### src/rtl/nfc_flash_target_if.sv
// NAND flash bus between the NFC host (master) and the flash target (slave).
// Carries the CE#/CLE/ALE/WE#/RE# strobes, the split DQ bus and R/B#.
interface nfc_flash_target_if #(
    parameter int DAT_WID = 8
);
    logic               nf_ceb;
    logic               nf_cle;
    logic               nf_ale;
    logic               nf_web;
    logic               nf_reb;
    logic [DAT_WID-1:0] nf_dq_in;
    logic [DAT_WID-1:0] nf_dq_out;
    logic               nf_dq_oe;
    logic               nf_rb;

    modport master (
        output nf_ceb, nf_cle, nf_ale, nf_web, nf_reb, nf_dq_in,
        input  nf_dq_out, nf_dq_oe, nf_rb
    );

    modport slave (
        input  nf_ceb, nf_cle, nf_ale, nf_web, nf_reb, nf_dq_in,
        output nf_dq_out, nf_dq_oe, nf_rb
    );
endinterface

### src/rtl/nfc_flash_target.sv
// NAND flash target model: decodes command/address/data cycles on the bus,
// holds one page buffer and returns page data, status and ID bytes with R/B#.
module nfc_flash_target #(
    parameter int          DAT_WID  = 8,
    parameter int          PAGE_AW  = 6,
    parameter int          COL_CYC  = 2,
    parameter int          ROW_CYC  = 3,
    parameter int          BUSY_RD  = 32,
    parameter int          BUSY_PG  = 64,
    parameter int          BUSY_RST = 16,
    parameter logic [31:0] ID_CODE  = 32'hECD3_5195
) (
    input  logic              clk,
    input  logic              rst_n,
    nfc_flash_target_if.slave nf,
    output logic [31:0]       tgt_row_addr,
    output logic [15:0]       tgt_col_addr,
    output logic [7:0]        tgt_last_cmd
);

    localparam logic [2:0] ST_IDLE = 3'd0;
    localparam logic [2:0] ST_ADDR = 3'd1;
    localparam logic [2:0] ST_DIN  = 3'd2;
    localparam logic [2:0] ST_BUSY = 3'd3;
    localparam logic [2:0] ST_DOUT = 3'd4;
    localparam logic [2:0] ST_STAT = 3'd5;
    localparam logic [2:0] ST_ID   = 3'd6;

    localparam logic [1:0] AM_READ = 2'd0;
    localparam logic [1:0] AM_PROG = 2'd1;
    localparam logic [1:0] AM_ID   = 2'd2;

    localparam int         BUSY_W   = 16;
    localparam logic [3:0] ADDR_TOT = 4'(COL_CYC + ROW_CYC);
    localparam logic [3:0] COL_TOT  = 4'(COL_CYC);

    logic               ceb_p1;
    logic               cle_p1, cle_p2;
    logic               ale_p1, ale_p2;
    logic               web_p1, web_p2;
    logic               reb_p1, reb_p2;
    logic [DAT_WID-1:0] dq_p1, dq_p2;

    logic [DAT_WID-1:0] page_mem [2**PAGE_AW];

    logic [2:0]        state, ret_state, busy_next;
    logic [1:0]        amode;
    logic [3:0]        addr_cnt;
    logic              busy_act;
    logic [BUSY_W-1:0] busy_cnt;
    logic [15:0]       col_q;
    logic [31:0]       row_q;
    logic [7:0]        last_cmd;
    logic [1:0]        id_idx;
    logic [DAT_WID-1:0] dq_out_q;
    logic              oe_q;

    logic       we_rise, re_fall, re_rise;
    logic       cmd_ev, addr_ev, data_ev;
    logic [7:0] dq8;
    logic       busy_done;
    logic [2:0] state_now, dec_state;
    logic [3:0] row_sel;

    function automatic logic [15:0] col_wrap(input logic [15:0] c);
        logic [PAGE_AW-1:0] low;
        low = c[PAGE_AW-1:0] + 1'b1;
        return 16'(low);
    endfunction

    function automatic logic [7:0] id_byte(input logic [1:0] idx);
        case (idx)
            2'd0:    return ID_CODE[7:0];
            2'd1:    return ID_CODE[15:8];
            2'd2:    return ID_CODE[23:16];
            default: return ID_CODE[31:24];
        endcase
    endfunction

    function automatic logic [DAT_WID-1:0] stat_byte(input logic busy);
        return DAT_WID'(busy ? 8'h80 : 8'hC0);
    endfunction

    // Stage p1/p2: double-register the asynchronous bus for edge detection
    always_ff @(posedge clk or negedge rst_n) begin
        if (!rst_n) begin
            ceb_p1 <= 1'b1;
            cle_p1 <= 1'b0;
            cle_p2 <= 1'b0;
            ale_p1 <= 1'b0;
            ale_p2 <= 1'b0;
            web_p1 <= 1'b1;
            web_p2 <= 1'b1;
            reb_p1 <= 1'b1;
            reb_p2 <= 1'b1;
        end else begin
            ceb_p1 <= nf.nf_ceb;
            cle_p1 <= nf.nf_cle;
            cle_p2 <= cle_p1;
            ale_p1 <= nf.nf_ale;
            ale_p2 <= ale_p1;
            web_p1 <= nf.nf_web;
            web_p2 <= web_p1;
            reb_p1 <= nf.nf_reb;
            reb_p2 <= reb_p1;
        end
    end

    always_ff @(posedge clk) begin
        dq_p1 <= nf.nf_dq_in;
        dq_p2 <= dq_p1;
    end

    assign we_rise = !ceb_p1 && web_p1 && !web_p2;
    assign re_fall = !ceb_p1 && !reb_p1 && reb_p2;
    assign re_rise = !ceb_p1 && reb_p1 && !reb_p2;
    assign cmd_ev  = we_rise && cle_p2 && !ale_p2;
    assign addr_ev = we_rise && ale_p2 && !cle_p2;
    assign data_ev = we_rise && !cle_p2 && !ale_p2;
    assign dq8     = dq_p2[7:0];

    assign busy_done = busy_act && (busy_cnt == '0);
    assign state_now = (busy_done && state == ST_BUSY) ? busy_next : state;
    // A command issued from STAT is decoded as if STAT had never been entered
    assign dec_state = (state == ST_STAT) ? ret_state : state;
    assign row_sel   = addr_cnt - COL_TOT;

    always_ff @(posedge clk) begin
        if (data_ev && state == ST_DIN)
            page_mem[col_q[PAGE_AW-1:0]] <= dq_p2;
    end

    // Stage p3: command/address/data decode and output registers
    always_ff @(posedge clk or negedge rst_n) begin
        if (!rst_n) begin
            state     <= ST_IDLE;
            ret_state <= ST_IDLE;
            busy_next <= ST_IDLE;
            amode     <= AM_READ;
            addr_cnt  <= '0;
            busy_act  <= 1'b0;
            busy_cnt  <= '0;
            col_q     <= '0;
            row_q     <= '0;
            last_cmd  <= 8'h00;
            id_idx    <= '0;
            dq_out_q  <= '0;
            oe_q      <= 1'b0;
        end else begin
            if (busy_act) begin
                if (busy_cnt == '0) begin
                    busy_act <= 1'b0;
                    if (state == ST_BUSY)
                        state <= busy_next;
                    else if (ret_state == ST_BUSY)
                        ret_state <= busy_next;
                end else begin
                    busy_cnt <= busy_cnt - 1'b1;
                end
            end

            if (cmd_ev) begin
                oe_q <= 1'b0;
                if (dq8 == 8'hFF) begin
                    state     <= ST_BUSY;
                    busy_next <= ST_IDLE;
                    busy_act  <= 1'b1;
                    busy_cnt  <= BUSY_W'(BUSY_RST - 1);
                    last_cmd  <= dq8;
                end else if (dq8 == 8'h70) begin
                    if (state != ST_STAT)
                        ret_state <= state_now;
                    state    <= ST_STAT;
                    last_cmd <= dq8;
                end else if (!busy_act) begin
                    case (dq8)
                        8'h00, 8'h80: begin
                            state    <= ST_ADDR;
                            amode    <= (dq8 == 8'h80) ? AM_PROG : AM_READ;
                            addr_cnt <= '0;
                            col_q    <= '0;
                            last_cmd <= dq8;
                        end
                        8'h90: begin
                            state    <= ST_ADDR;
                            amode    <= AM_ID;
                            last_cmd <= dq8;
                        end
                        8'h30: begin
                            if (dec_state == ST_ADDR && amode == AM_READ && addr_cnt == ADDR_TOT) begin
                                state     <= ST_BUSY;
                                busy_next <= ST_DOUT;
                                busy_act  <= 1'b1;
                                busy_cnt  <= BUSY_W'(BUSY_RD - 1);
                                last_cmd  <= dq8;
                            end else begin
                                state <= ST_IDLE;
                            end
                        end
                        8'h10: begin
                            if (dec_state == ST_DIN) begin
                                state     <= ST_BUSY;
                                busy_next <= ST_IDLE;
                                busy_act  <= 1'b1;
                                busy_cnt  <= BUSY_W'(BUSY_PG - 1);
                                last_cmd  <= dq8;
                            end else begin
                                state <= ST_IDLE;
                            end
                        end
                        default: state <= ST_IDLE;
                    endcase
                end
            end else if (addr_ev && state == ST_ADDR) begin
                if (amode == AM_ID) begin
                    state  <= ST_ID;
                    id_idx <= '0;
                end else if (addr_cnt < ADDR_TOT) begin
                    if (addr_cnt < COL_TOT)
                        col_q <= col_q | (16'(dq8) << {addr_cnt, 3'b000});
                    else if (row_sel == '0)
                        row_q <= 32'(dq8);
                    else
                        row_q <= row_q | (32'(dq8) << {row_sel, 3'b000});
                    addr_cnt <= addr_cnt + 1'b1;
                    if (amode == AM_PROG && addr_cnt + 1'b1 == ADDR_TOT)
                        state <= ST_DIN;
                end
            end else if (data_ev && state == ST_DIN) begin
                col_q <= col_wrap(col_q);
            end

            if (re_fall) begin
                case (state)
                    ST_DOUT: begin
                        dq_out_q <= page_mem[col_q[PAGE_AW-1:0]];
                        oe_q     <= 1'b1;
                    end
                    ST_STAT: begin
                        dq_out_q <= stat_byte(busy_act);
                        oe_q     <= 1'b1;
                    end
                    ST_ID: begin
                        dq_out_q <= DAT_WID'(id_byte(id_idx));
                        id_idx   <= id_idx + 1'b1;
                        oe_q     <= 1'b1;
                    end
                    default: ;
                endcase
            end else if (re_rise) begin
                oe_q <= 1'b0;
                if (state == ST_DOUT)
                    col_q <= col_wrap(col_q);
            end
        end
    end

    assign nf.nf_dq_out = dq_out_q;
    assign nf.nf_dq_oe  = oe_q && !ceb_p1 && !reb_p1;
    assign nf.nf_rb     = !busy_act;

    assign tgt_row_addr = row_q;
    assign tgt_col_addr = col_q;
    assign tgt_last_cmd = last_cmd;

endmodule

### src/flat_wrapper.sv
// flat-port wrapper written by rule: the top's interface ports become plain ports
module nfc_flash_target_flat 
#(
    parameter int          DAT_WID  = 8,
    parameter int          PAGE_AW  = 6,
    parameter int          COL_CYC  = 2,
    parameter int          ROW_CYC  = 3,
    parameter int          BUSY_RD  = 32,
    parameter int          BUSY_PG  = 64,
    parameter int          BUSY_RST = 16,
    parameter logic [31:0] ID_CODE  = 32'hECD3_5195
)
  (clk, rst_n, tgt_row_addr, tgt_col_addr, tgt_last_cmd, nf_nf_ceb, nf_nf_cle, nf_nf_ale, nf_nf_web, nf_nf_reb, nf_nf_dq_in, nf_nf_dq_out, nf_nf_dq_oe, nf_nf_rb);
  nfc_flash_target_if #(.DAT_WID(DAT_WID)) nf_i ();
  input  logic clk;
  input  logic rst_n;
  output logic [31:0] tgt_row_addr;
  output logic [15:0] tgt_col_addr;
  output logic [7:0] tgt_last_cmd;
  input wire logic [$bits(nf_i.nf_ceb)-1:0] nf_nf_ceb;
  input wire logic [$bits(nf_i.nf_cle)-1:0] nf_nf_cle;
  input wire logic [$bits(nf_i.nf_ale)-1:0] nf_nf_ale;
  input wire logic [$bits(nf_i.nf_web)-1:0] nf_nf_web;
  input wire logic [$bits(nf_i.nf_reb)-1:0] nf_nf_reb;
  input wire logic [$bits(nf_i.nf_dq_in)-1:0] nf_nf_dq_in;
  output wire logic [$bits(nf_i.nf_dq_out)-1:0] nf_nf_dq_out;
  output wire logic [$bits(nf_i.nf_dq_oe)-1:0] nf_nf_dq_oe;
  output wire logic [$bits(nf_i.nf_rb)-1:0] nf_nf_rb;
  assign nf_i.nf_ceb = nf_nf_ceb;
  assign nf_i.nf_cle = nf_nf_cle;
  assign nf_i.nf_ale = nf_nf_ale;
  assign nf_i.nf_web = nf_nf_web;
  assign nf_i.nf_reb = nf_nf_reb;
  assign nf_i.nf_dq_in = nf_nf_dq_in;
  assign nf_nf_dq_out = nf_i.nf_dq_out;
  assign nf_nf_dq_oe = nf_i.nf_dq_oe;
  assign nf_nf_rb = nf_i.nf_rb;
  nfc_flash_target #(.DAT_WID(DAT_WID), .PAGE_AW(PAGE_AW), .COL_CYC(COL_CYC), .ROW_CYC(ROW_CYC), .BUSY_RD(BUSY_RD), .BUSY_PG(BUSY_PG), .BUSY_RST(BUSY_RST), .ID_CODE(ID_CODE)) u_core (.clk(clk), .rst_n(rst_n), .nf(nf_i), .tgt_row_addr(tgt_row_addr), .tgt_col_addr(tgt_col_addr), .tgt_last_cmd(tgt_last_cmd));
endmodule
### config.mk
export PLATFORM = sky130hd
export DESIGN_NAME = nfc_flash_target_flat
export DESIGN_NICKNAME = d
export VERILOG_FILES = /design/src/rtl/nfc_flash_target_if.sv /design/src/rtl/nfc_flash_target.sv /design/src/flat_wrapper.sv
export SDC_FILE = /design/constraint.sdc
export NUM_CORES = 1
export LEC_CHECK = 0
export BUFFER_PORTS_ARGS = -buffer_cell sky130_fd_sc_hd__clkbuf_2
export CAP_MARGIN = 30
export CORE_UTILIZATION = 40
export DETAILED_ROUTE_END_ITERATION = 6
export PLACE_DENSITY = 0.54
export SLEW_MARGIN = 20
export SYNTH_ARGS = -nofsm -noshare
export SYNTH_HDL_FRONTEND = slang
export SYNTH_SLANG_ARGS = --single-unit
### constraint.sdc
create_clock -name clk -period 4.35 [get_ports clk]
set_input_delay 0.6525 -clock clk [delete_from_list [all_inputs] [get_ports clk]]
set_output_delay 0.6525 -clock clk [all_outputs]
set_load 0.02 [all_outputs]
==> summary.txt <==
===========================================================================================
Status                                                                            completed
Hold Fails Final Rpt                                                                      0
Number of instances in the synthesized netlist                                         1670
X dimension of the die                                                             253.0 µm
Total die area                                                                  0.06402 mm²
Top Ports                                                                                81
Required time of the critical path                                                  4.58 ns
CTS clk-pin slew, worst paths                                                       0.06 ns
Final design utilization                                                             0.4728
Number of levels the H-tree was split into                                                3
Async set-or-reset flop fraction in the synthesized netlist                          0.1672
Slew Limit Fails                                                                          0
Min-delay worst type                                                            in -> async
Number of cells upsized or downsized after cts                                            0
Worst slew margin                                                                    0.3429
Post-route non-filler standard cell count                                              2691
Average footprint of a synthesized cell                                           15.09 µm²
Most frequently used flop master after synthesis                                   edfxtp_1
Maximum clock skew at final layout                                               0.02416 ns
Setup_tns                                                                              0 ns
Wire length of the first global-routing pass                                      100800 µm
Cell Rows                                                                                91
Final critical path time including I/O delays and setup                            3.535 ns
Actual slew at the worst max-slew pin                                             0.9856 ns
Number of CTS-inserted buffers                                                           70
Via-per-instance ratio                                                                5.665
Vias post-DR                                                                          15250
Final weighted congestion in routability-driven placement                            0.8656
Number of cells in the design after placement                                          2557
Final wirelength                                                                   68310 µm
Net total in the final layout                                                          1824
WL per Instance                                                                    25.39 µm
Postcts setup bufs                                                                        0
IR drop worst, VDD                                                                 262.7 µV
Pleak                                                                              10.36 nW
EDFF count, synth                                                                       512
Global route overflow                                                                     0
Antenna violations before repair                                                          1
Data arrival at the endpoint of the critical path                                   3.77 ns
Area Growth Syn to Fin                                                               16.19%
Initial cell density of the core                                                     0.4070
DRC viols                                                                                 0
Max cap viols                                                                             0
Clk Latency, worst-skew pair                                                        0.62 ns
Core Area                                                                       0.06194 mm²
Root cell of the clock tree                                                       clkbuf_16
Sequential element share of the synthesized area                                     0.7281
Hold-fix buffers, CTS                                                                     0
Proportion of layout cells with a drive suffix above 1                               0.1781
Worst setup EP type                                                                register
Flop and latch count out of synthesis                                                   634
RSZ-0062 raised after global routing                                                  false
Vias in the first global route                                                        15030
Maximum clock rate                                                                282.9 MHz
Number of design-rule violations left by the first detailed-router iteration           1546
Largest fanout on the critical path                                                       8
Post-route fraction of the period consumed by the critical path                      0.8126
Final setup violating endpoints                                                           0
Final-layout fill cell count                                                           5406
Pwr Density                                                                    535.9 mW/mm²
Buffer depth of the longest clock path                                                    3
Nature of the critical path startpoint                                             register
Die height                                                                         253.0 µm
First-pass iteration count of the detailed router                                         5
Number of nets produced by synthesis                                                   1699
Detail Placement HPWL                                                              43420 µm
Post-Synthesis Cell Area                                                        0.02521 mm²
R2r worst-path depth                                                                      6
Number of clock sinks                                                                   634
Largest net degree at the start of global routing                                        72
Post-synthesis cell type count                                                           76
Number of buffers added on ports                                                         80
Worst hold margin                                                                 0.1122 ns
Tot GR Track Use                                                                     0.2161
TritonCTS clock tree                                                                  built
Post-route ant nets                                                                       0
Synthesis Warnings                                                                        0
Worst setup path category                                                        reg -> reg
===========================================================================================
==> report_power, final <==
| group | internal [mW] | switching [mW] | total, mW |
|---|---|---|---|
| combinational | 0.958 | 1.77 | 2.73 |
| sequential | 6.61 | 0.116 | 6.72 |
| clock | 3.78 | 2.47 | 6.24 |
==> worst max-delay path: stages, from the launching register on <==
cell	delay (ns)
dfstp_2	0.54
or3b_2	0.49
nor4_2	0.32
buf_4	0.23
and2_1	0.19
nand2_1	0.58
nor2_1	0.81
==> final cells by class <==
type / instances / area [µm²] / share of cell area
clock inverters: 47 / 600.6 / 0.02051
diodes: 1 / 2.502 / 0.00008544
multi-input cells: 909 / 6339 / 0.2164
flip-flops and latches: 634 / 18370 / 0.6272
well taps: 837 / 1047 / 0.03576
clock buffers: 83 / 1842 / 0.06289
repair buffers: 154 / 988.4 / 0.03375
inverters: 26 / 97.59 / 0.003332
==> sequential cells by signal, indices dropped and copies added, names as in the netlist, 2 cells and up <==
signal,count
u_core.dq_p1,8
u_core.busy_cnt,16
u_core.state,3
u_core.ret_state,3
u_core.tgt_last_cmd,8
u_core.dq8,8
u_core.amode,2
u_core.page_mem,512
u_core.tgt_row_addr,32
u_core.tgt_col_addr,16
u_core.addr_cnt,4
u_core.nf.nf_dq_out,8
u_core.id_idx,2
==> layer usage <==
| metal | global-route usage | vias up | part of all wire |
|---|---|---|---|
| met3 | 0.03433 | 119 | 0.064 |
| met4 | 0.08069 | 0 | 0.033 |
| met1 | 0.3039 | 7778 | 0.44 |
| met5 | 0 | - | 0 |
| met2 | 0.3379 | 569 | 0.47 |
| li1 | - | 6779 | - |
==> synthesized netlist by cell type (22+ instances only) <==
cell type / n / area share
o22ai_1: 53 / 0.013
nand3_1: 28 / 0.0056
inv_1: 26 / 0.0039
nand2_1: 79 / 0.012
a21oi_1: 73 / 0.014
nor2_1: 165 / 0.025
o21ai_0: 60 / 0.012
edfxtp_1: 512 / 0.61
clkbuf_1: 54 / 0.0080
buf_2: 32 / 0.0064
mux4_2: 22 / 0.020
mux2i_1: 116 / 0.046
a221oi_1: 78 / 0.027
dfrtp_1: 101 / 0.10
==> layout by cell type (no fill, tap or decap), drive strengths merged, types with 13 or more instances in the layout <==
master,count
buf,72
mux4,22
inv,31
a21oi,73
dfxtp,16
clkbuf,165
a221oi,78
o22ai,53
o21ai,63
nor3,14
ha,14
nand3,28
a22o,13
clkinv,24
mux2i,116
nor2,165
nand2,79
dfrtp,101
edfxtp,512
==> per-stage QoR <==
| stage | power, mW | setup slack [ns] | area, µm² |
|---|---|---|---|
| after floorplan | 8.566 | 1.446 | 25210 |
| after global placement | 9.550 | 0.9827 | 26810 |
| after detailed placement | 9.562 | 0.9652 | 26830 |
| after CTS | 15.81 | 0.9315 | 29270 |
| after global routing | 16.22 | 0.7450 | 29280 |
| final | 15.70 | 0.8151 | 29290 |
==> cells by family (layout without fill, tap and decap cells) <==
family / count (synthesis) / after routing / share of synthesized area
AND/OR/NAND/NOR: 379 / 379 / 0.07257
multiplexers: 140 / 140 / 0.06661
other: 0 / 1 / 0
flip-flops: 634 / 634 / 0.7281
buffers and inverters: 127 / 310 / 0.02114
adder cells (fa/ha/maj): 14 / 14 / 0.006949
XOR/XNOR: 20 / 20 / 0.006949
AO/OA/AOI/OAI: 356 / 356 / 0.09764
==> path summary, 6_finish.rpt <==
check	to	startpoint	slack, ns
setup / recovery	u_core.page_mem[58][2]	u_core.web_p1	0.82
hold / removal	u_core.busy_cnt[0]	rst_n	0.11
setup reg to reg	u_core.page_mem[58][2]	u_core.web_p1	0.82
hold reg to reg	u_core.dq8[1]	u_core.dq_p1[1]	0.33
max in group asynchronous	u_core.tgt_row_addr[17]	rst_n	3.33
min in group clk	u_core.web_p1	nf_nf_web	0.13
Note: power is estimated with default switching activity, not from simulation.
